--- src/rtl/fetch_stage.sv ---
// fetch_stage: PC register, next-PC select and IF/ID pipeline register.
// Follows the hazard unit's PC_write / IFID_write / IF_flush controls and
// runs a BOOT/RUN/STALL FSM whose stall-length counter drives a sticky
// watchdog (StallTimeout).
// Optional feature macro: FETCH_PERF_CNT_EN adds saturating stall/flush
// cycle counters; without it StallCount and FlushCount are tied to 0.
module fetch_stage #(
  parameter logic [31:0] RESET_PC  = 32'h0000_0000,
  parameter int unsigned MAX_STALL = 8
) (
  input  logic        Clk,
  input  logic        Rst_n,
  input  logic        PC_write,
  input  logic        IFID_write,
  input  logic        IF_flush,
  input  logic        BranchAND,
  input  logic        Jump,
  input  logic        JumpRegister,
  input  logic [31:0] BranchTarget,
  input  logic [31:0] JumpTarget,
  input  logic [31:0] JRTarget,
  input  logic [31:0] Instr_IF,
  output logic [31:0] PC_IF,
  output logic [31:0] Instruction_ID,
  output logic [31:0] PCPlus4_ID,
  output logic        Valid_ID,
  output logic        StallTimeout,
  output logic [31:0] StallCount,
  output logic [31:0] FlushCount
);

  typedef enum logic [1:0] {BOOT, RUN, STALL} state_t;

  typedef struct packed {
    logic [31:0] instr;
    logic [31:0] pc4;
    logic        valid;
  } ifid_t;

  // MAX_STALL is limited to 1..255, so the 8-bit stall counter covers it.
  localparam logic [7:0] MAX_STALL_W = 8'(MAX_STALL);

  state_t      state;
  logic [31:0] pc;
  logic [31:0] pc_plus4;
  logic [31:0] next_pc;
  logic [7:0]  stall_len;
  logic [7:0]  stall_len_inc;
  logic        active;
  ifid_t       ifid;

  // BOOT swallows the first edge after reset; every control is ignored there.
  assign active   = (state != BOOT);
  assign pc_plus4 = pc + 32'd4;

  assign stall_len_inc = (stall_len == 8'hFF) ? 8'hFF : stall_len + 8'd1;

  // Redirect priority: jr over j over taken branch over sequential.
  always_comb begin
    next_pc = pc_plus4;
    if (JumpRegister)   next_pc = JRTarget;
    else if (Jump)      next_pc = JumpTarget;
    else if (BranchAND) next_pc = BranchTarget;
  end

  // Fetch FSM, consecutive-stall counter and sticky watchdog.
  always_ff @(posedge Clk or negedge Rst_n) begin
    if (!Rst_n) begin
      state        <= BOOT;
      stall_len    <= 8'd0;
      StallTimeout <= 1'b0;
    end else begin
      case (state)
        BOOT: state <= RUN;
        RUN: begin
          if (!PC_write && !IFID_write) begin
            state     <= STALL;
            stall_len <= 8'd1;
            if (MAX_STALL_W == 8'd1) StallTimeout <= 1'b1;
          end
        end
        STALL: begin
          if (PC_write) begin
            state     <= RUN;
            stall_len <= 8'd0;
          end else begin
            stall_len <= stall_len_inc;
            if (stall_len_inc == MAX_STALL_W) StallTimeout <= 1'b1;
          end
        end
        default: state <= BOOT;
      endcase
    end
  end

  // PC register: advances only when permitted and out of BOOT.
  always_ff @(posedge Clk or negedge Rst_n) begin
    if (!Rst_n)                  pc <= RESET_PC;
    else if (active && PC_write) pc <= next_pc;
  end

  // IF/ID register: flush beats load, load beats hold.
  always_ff @(posedge Clk or negedge Rst_n) begin
    if (!Rst_n) begin
      ifid <= '0;
    end else if (active) begin
      if (IF_flush)        ifid <= '0;
      else if (IFID_write) ifid <= '{instr: Instr_IF, pc4: pc_plus4, valid: 1'b1};
    end
  end

  assign PC_IF          = pc;
  assign Instruction_ID = ifid.instr;
  assign PCPlus4_ID     = ifid.pc4;
  assign Valid_ID       = ifid.valid;

`ifdef FETCH_PERF_CNT_EN
  logic [31:0] stall_cnt;
  logic [31:0] flush_cnt;

  // Saturating performance counters for stalled and flushed edges.
  always_ff @(posedge Clk or negedge Rst_n) begin
    if (!Rst_n) begin
      stall_cnt <= 32'd0;
      flush_cnt <= 32'd0;
    end else if (active) begin
      if (!PC_write && stall_cnt != 32'hFFFF_FFFF) stall_cnt <= stall_cnt + 32'd1;
      if (IF_flush && flush_cnt != 32'hFFFF_FFFF)  flush_cnt <= flush_cnt + 32'd1;
    end
  end

  assign StallCount = stall_cnt;
  assign FlushCount = flush_cnt;
`else
  assign StallCount = 32'd0;
  assign FlushCount = 32'd0;
`endif

endmodule

--- config.mk ---
export PLATFORM = sky130hd
export DESIGN_NAME = fetch_stage
export DESIGN_NICKNAME = d
export VERILOG_FILES = /design/src/rtl/fetch_stage.sv
export SDC_FILE = /design/constraint.sdc
export NUM_CORES = 1
export LEC_CHECK = 0
export ABC_AREA = 1
export BUFFER_PORTS_ARGS = -buffer_cell sky130_fd_sc_hd__buf_2
export CAP_MARGIN = 20
export CORE_MARGIN = 2
export CORE_UTILIZATION = 48
export DETAILED_ROUTE_END_ITERATION = 12
export GPL_TIMING_DRIVEN = 0
export PLACE_DENSITY = 0.86
export SETUP_SLACK_MARGIN = 0.15
export SYNTH_ARGS = -nofsm -noshare
export SYNTH_HDL_FRONTEND = slang
export SYNTH_SLANG_ARGS = --single-unit
--- constraint.sdc ---
create_clock -name Clk -period 1.7 [get_ports Clk]
set_input_delay 0.34 -clock Clk [delete_from_list [all_inputs] [get_ports Clk]]
set_output_delay 0.34 -clock Clk [all_outputs]
set_load 0.02 [all_outputs]
# Yosys cells after proc, flatten, opt, wreduce, memory -nomap -nowiden
# Index checks and enable logic that the tools add are counted.
[word_totals]
elab_cells = 40
input_bits = 136
ram_bits = 0
out_inout_bits = 162
latchBits = 0
memories = 0
register_bits = 108
rom_bits = 0
[op_classes]
magnitude_cmp = 0
n_reduce_logical = 12
muxes = 12
addsub = 2
n_eq_ne = 6
mul = 0
bitwise = 1
shifts = 0
n_div = 0
[op_table]
columns = ["operator", "count"]
rows = [
  ["2-to-1 mux 65 bit", 2],
  ["2-to-1 mux 32 bit", 3],
  ["adder 32 x 3 -> 32 bit, second input constant", 1],
  ["2-to-1 mux 8 bit", 3],
  ["case mux 8 bit (2 select lines)", 1],
  ["adder 8 x 1 -> 8 bit, second input constant", 1],
  ["== test 8 x 4 -> 1 bit, second input constant", 1],
  ["== test 8 bit, second input constant", 1],
  ["case mux 2 bit (3 select lines)", 1],
  ["AND reduction 2 bit", 3],
  ["nonzero test 2 bit", 3],
  ["2-to-1 mux 2 bit", 2],
  ["inequality test 2 bit, second input constant", 2],
  ["AND reduction 3 bit", 1],
  ["== test 2 x 1 -> 1 bit, second input constant", 1],
  ["== test 2 bit, second input constant", 1],
  ["logical AND 1 bit", 2],
  ["logical NOT 1 bit", 2],
  ["logical NOT 2 bit", 1],
  ["inverter 1 bit", 1],
]

# Depth between registers and ports, before layout
[logic_depth]
ltp_word = 4
depth_mapped = 12
mapped_depth_nobuf = 12

# Worst setup path before layout
# Ideal clock, no wire load.
[synth_path]
path_type = "register to register"
start = "reg pc[2], in the netlist PC_IF[2]"
end = "reg pc[22], in the netlist PC_IF[22]"
path_buffers = 0
synth_period_minus_slack_ns = 1.666
stages_incl_launch_ff = 13
slack_ns = 0.034
setup_time_ns = 0.117
arrival_ns = 1.549
required_time_ns = 1.583
cell_sequence = "dfrtp_1 -> ha_1 -> nand2_1 -> nor2_4 -> nand2_4 -> nor2_8 -> nand2_1 -> nand2_1 -> nand2_1 -> nand2_1 -> nand2_1 -> nand2_1 -> nand2_1"
[synth_between]
elab_chain_len = 4
[synth_rtl]
columns = ["element", "line", "text"]
rows = [
  ["start, declared", "44", "logic [31:0] pc;"],
  ["start signal, assigned", "99", "else if (active && PC_write) pc <= next_pc;"],
  ["adder 32 x 3 -> 32 bit", "54", "assign pc_plus4 = pc + 32'd4;"],
  ["2-to-1 mux 32 bit", "63", "else if (BranchAND) next_pc = BranchTarget;"],
  ["2-to-1 mux 32 bit", "62", "else if (Jump) next_pc = JumpTarget;"],
  ["2-to-1 mux 32 bit", "61", "if (JumpRegister) next_pc = JRTarget;"],
]
# Every way passes these cells.
# A chain may end at the register's enable or synchronous reset.

# Worst setup path after layout
[layout_path]
start = "reg pc[11], in the netlist PC_IF[11]"
end = "reg pc[18], in the netlist PC_IF[18]"
# Same word-level chain as after synthesis.

==> out/metrics.csv <==
metric;value;unit
outcome;complete, but fails checks;
violations;negative hold slack, negative setup slack;
synth_ff_type;dfrtp_1;
critPathTopFamily;simple AND/OR/NAND/NOR gates;
power_density;1560;nW/um^2
fin_crit_sh;103;%
seq_area;2720;um^2
yosys-top-cells-count;nand2_1 (317), dfrtp_1 (108), nor2_1 (89);
antenna_cells;0;
slew_viol_final;0;
rr_startpoint;PC_IF[11]$_DFFE_PN0P_;
io_buffers;232;
worst_slack;-0.0440;ns
reg2regPathDepth;9;
clk_pin_slew;0.08;ns
clock_tree.buffer_depth;2;
dr.pass1.iters;6;
rsz0062_at_grt;true;
p_leak;0.00502;uW
critical_path.cell_chain;nand2_1 > nor2_1 > nand2_1 > nor2_8 > xor2_2 > nand2_1 > nand2_1 > nand2_1 > nand2_1;
place_inst;1344;
die_area;14400;um^2
path_class;flop to flop;
synth_most_common_cell;nand2_1;
cts_sinks;108;
cp_common_cell;nand2_1;
die_h;120;um
grt_first_pass_wirelength;33100;um
fin_hold_ws;-0.0139;ns
ctsHoldBuffers;0;
setup_viol;1;
ys_warn_count;0;
path_depth;9;
mappedNetlistArea;6480;um^2
coreArea;13200;um^2
grt_antenna_before_repair;1;
wl_per_cell;16.1;um
finish.utilization;68.9;%
grt_pass1_vias;6600;
ioPinCount;298;
place_area;8140;um^2
drt_wl_total;22400;um
fp-row-count;42;
fin_nets;1355;
cts_max_level;3;
initial_core_util;49.1;%
vias_per_cell;5.14;
cpMaxStageDelayCell;dfrtp_2;
num_vias;7189;
first_iter_violations;674;
worstHoldPathType;input port to asynchronous set/reset pin;
drc_errors;0;
period_needed;1.74;ns
nFillCells;1077;
synth-seq-area-share;41.7;%
arrival;2.03;ns
grt_use_met3;7.45;%
grt-busiest-layer;met2;
synth_edf_count;0;
clock.fmax;573;MHz
synth_cell_types;41;
ff2ff_setup_slack;-0.04;ns
place_ws;-0.140;ns
critPathCaptureType;flop;
clk_latency;0.36;ns
crit_path_start_kind;flop;
drive_gt1_share;38.7;%
worstMarginPinSlew;0.611;ns
hold_viol;3;
dp_hpwl;16100;um
finalInstanceArea;9090;um^2
grtUsageTotal;29.5;%
cp.required;1.99;ns
r2r_end;PC_IF[18]$_DFFE_PN0P_;
vdd_drop_max;941;uV
synth_top_area_share;41.7;%
multiInputGateArea;3460;um^2
die_width;120;um
gp_congestion;0.919;
yosys.area.top_type;dfrtp_1;
grt-ovfl-total;0;
numCtsBuffers;9;
max_stage_delay;0.44;ns
path_buf_inv;0;
syn_to_final_growth;40.2;%
synth_seq_cells;108;
synth_area_per_cell;7.43;um^2
ant_nets;0;
grt_start_max_net_pins;64;
finalNonFillerCells;1398;
cp_max_fo;5;
grtUsageMet2;50.8;%
fin_skew;0.0144;ns
synthArstFlopShare;100;%
clockRootBuffer;clkbuf_16;
cts_tree;yes;
synth_area_leaders;dfrtp_1 (42%), nand2_1 (18%), buf_4 (7.4%);
synthCells;872;
maxCapViolations;0;
grtUsageMet1;35.3;%
relSlewSlack;59.3;%
[report_power, final]
group	internal (uW)	switching, uW
clock	1150	998
combinational	2650	4720
sequential	3660	997
[cell families after synthesis]
kind of cell | after synthesis | synth area share (%)
adder cells (fa/ha/maj) | 2 | 0.386
AO/OA/AOI/OAI | 99 | 9.94
AND/OR/NAND/NOR | 499 | 32.3
buffers and inverters | 147 | 13.3
other | 1 | 0.0579
XOR/XNOR | 16 | 2.28
flip-flops | 108 | 41.7
[metal layers]
layer / vias to the layer above / routed length [um]
met3: 51 / 2460
li1: 3364 / -
met4: 2 / 510
met5: - / 11
met1: 3300 / 8260
met2: 472 / 11200
[layout by cell type, fill, tap and decap left out, drive strengths merged, types with 24 or more instances in the layout]
| cell | count |
|---|---|
| inv | 45 |
| conb | 64 |
| nand2 | 321 |
| clkbuf | 32 |
| dfrtp | 108 |
| o21ai | 44 |
| buf | 350 |
| nand3 | 65 |
| nor2 | 100 |
| a221oi | 24 |
[final cells by class]
type / instances / area share [%]
inverter: 46 / 1.91
clock inverter: 6 / 0.702
tap: 176 / 2.42
sequential: 108 / 30.0
timing repair buffer: 271 / 16.4
multi-input combinational: 680 / 38.1
clock buffer: 10 / 2.52
buffer: 101 / 7.95
[metrics by stage]
step | setup TNS, ns | total power, uW
5_1_grt | -0.699 | 15000
6_report | -0.0440 | 14200
2_1_floorplan | 0 | 8470
3_5_place_dp | -1.50 | 10900
4_1_cts | 0 | 13400
3_3_place_gp | -100.49 | 10700
[how the worst max path moves through the flow]
stage	from	endpoint
6_report	PC_IF[11]$_DFFE_PN0P_	PC_IF[18]$_DFFE_PN0P_
5_1_grt	PC_IF[8]$_DFFE_PN0P_	PC_IF[15]$_DFFE_PN0P_
4_1_cts	PC_IF[3]$_DFFE_PN0P_	PC_IF[18]$_DFFE_PN0P_
3_5_place_dp	IF_flush	PCPlus4_ID[2]$_DFFE_PN0P_
3_3_place_gp	Rst_n	PC_IF[3]$_DFFE_PN0P_
2_1_floorplan	PC_IF[3]$_DFFE_PN0P_	PC_IF[28]$_DFFE_PN0P_
[sequential cells by signal (all words and copies together) (netlist names)]
register / count
Valid_ID: 1
StallTimeout: 1
PCPlus4_ID: 32
Instruction_ID: 32
state: 2
PC_IF: 32
stall_len: 8
[worst reg2reg max path, stage by stage (launching register included)]
cell and delay, ns:
dfrtp_2 0.44, nand2_1 0.14, nor2_1 0.20, nand2_1 0.17, nor2_8 0.21, xor2_2 0.24
nand2_1 0.09, nand2_1 0.07, nand2_1 0.06, nand2_1 0.07
[repair_timing]
action,CTS,global route
resized for setup,38,82
hold endpoints to repair,0,0
setup endpoints to repair,97,97
pin swaps,16,25
buffers inserted,19,19
(Power assumes the default switching activity.)
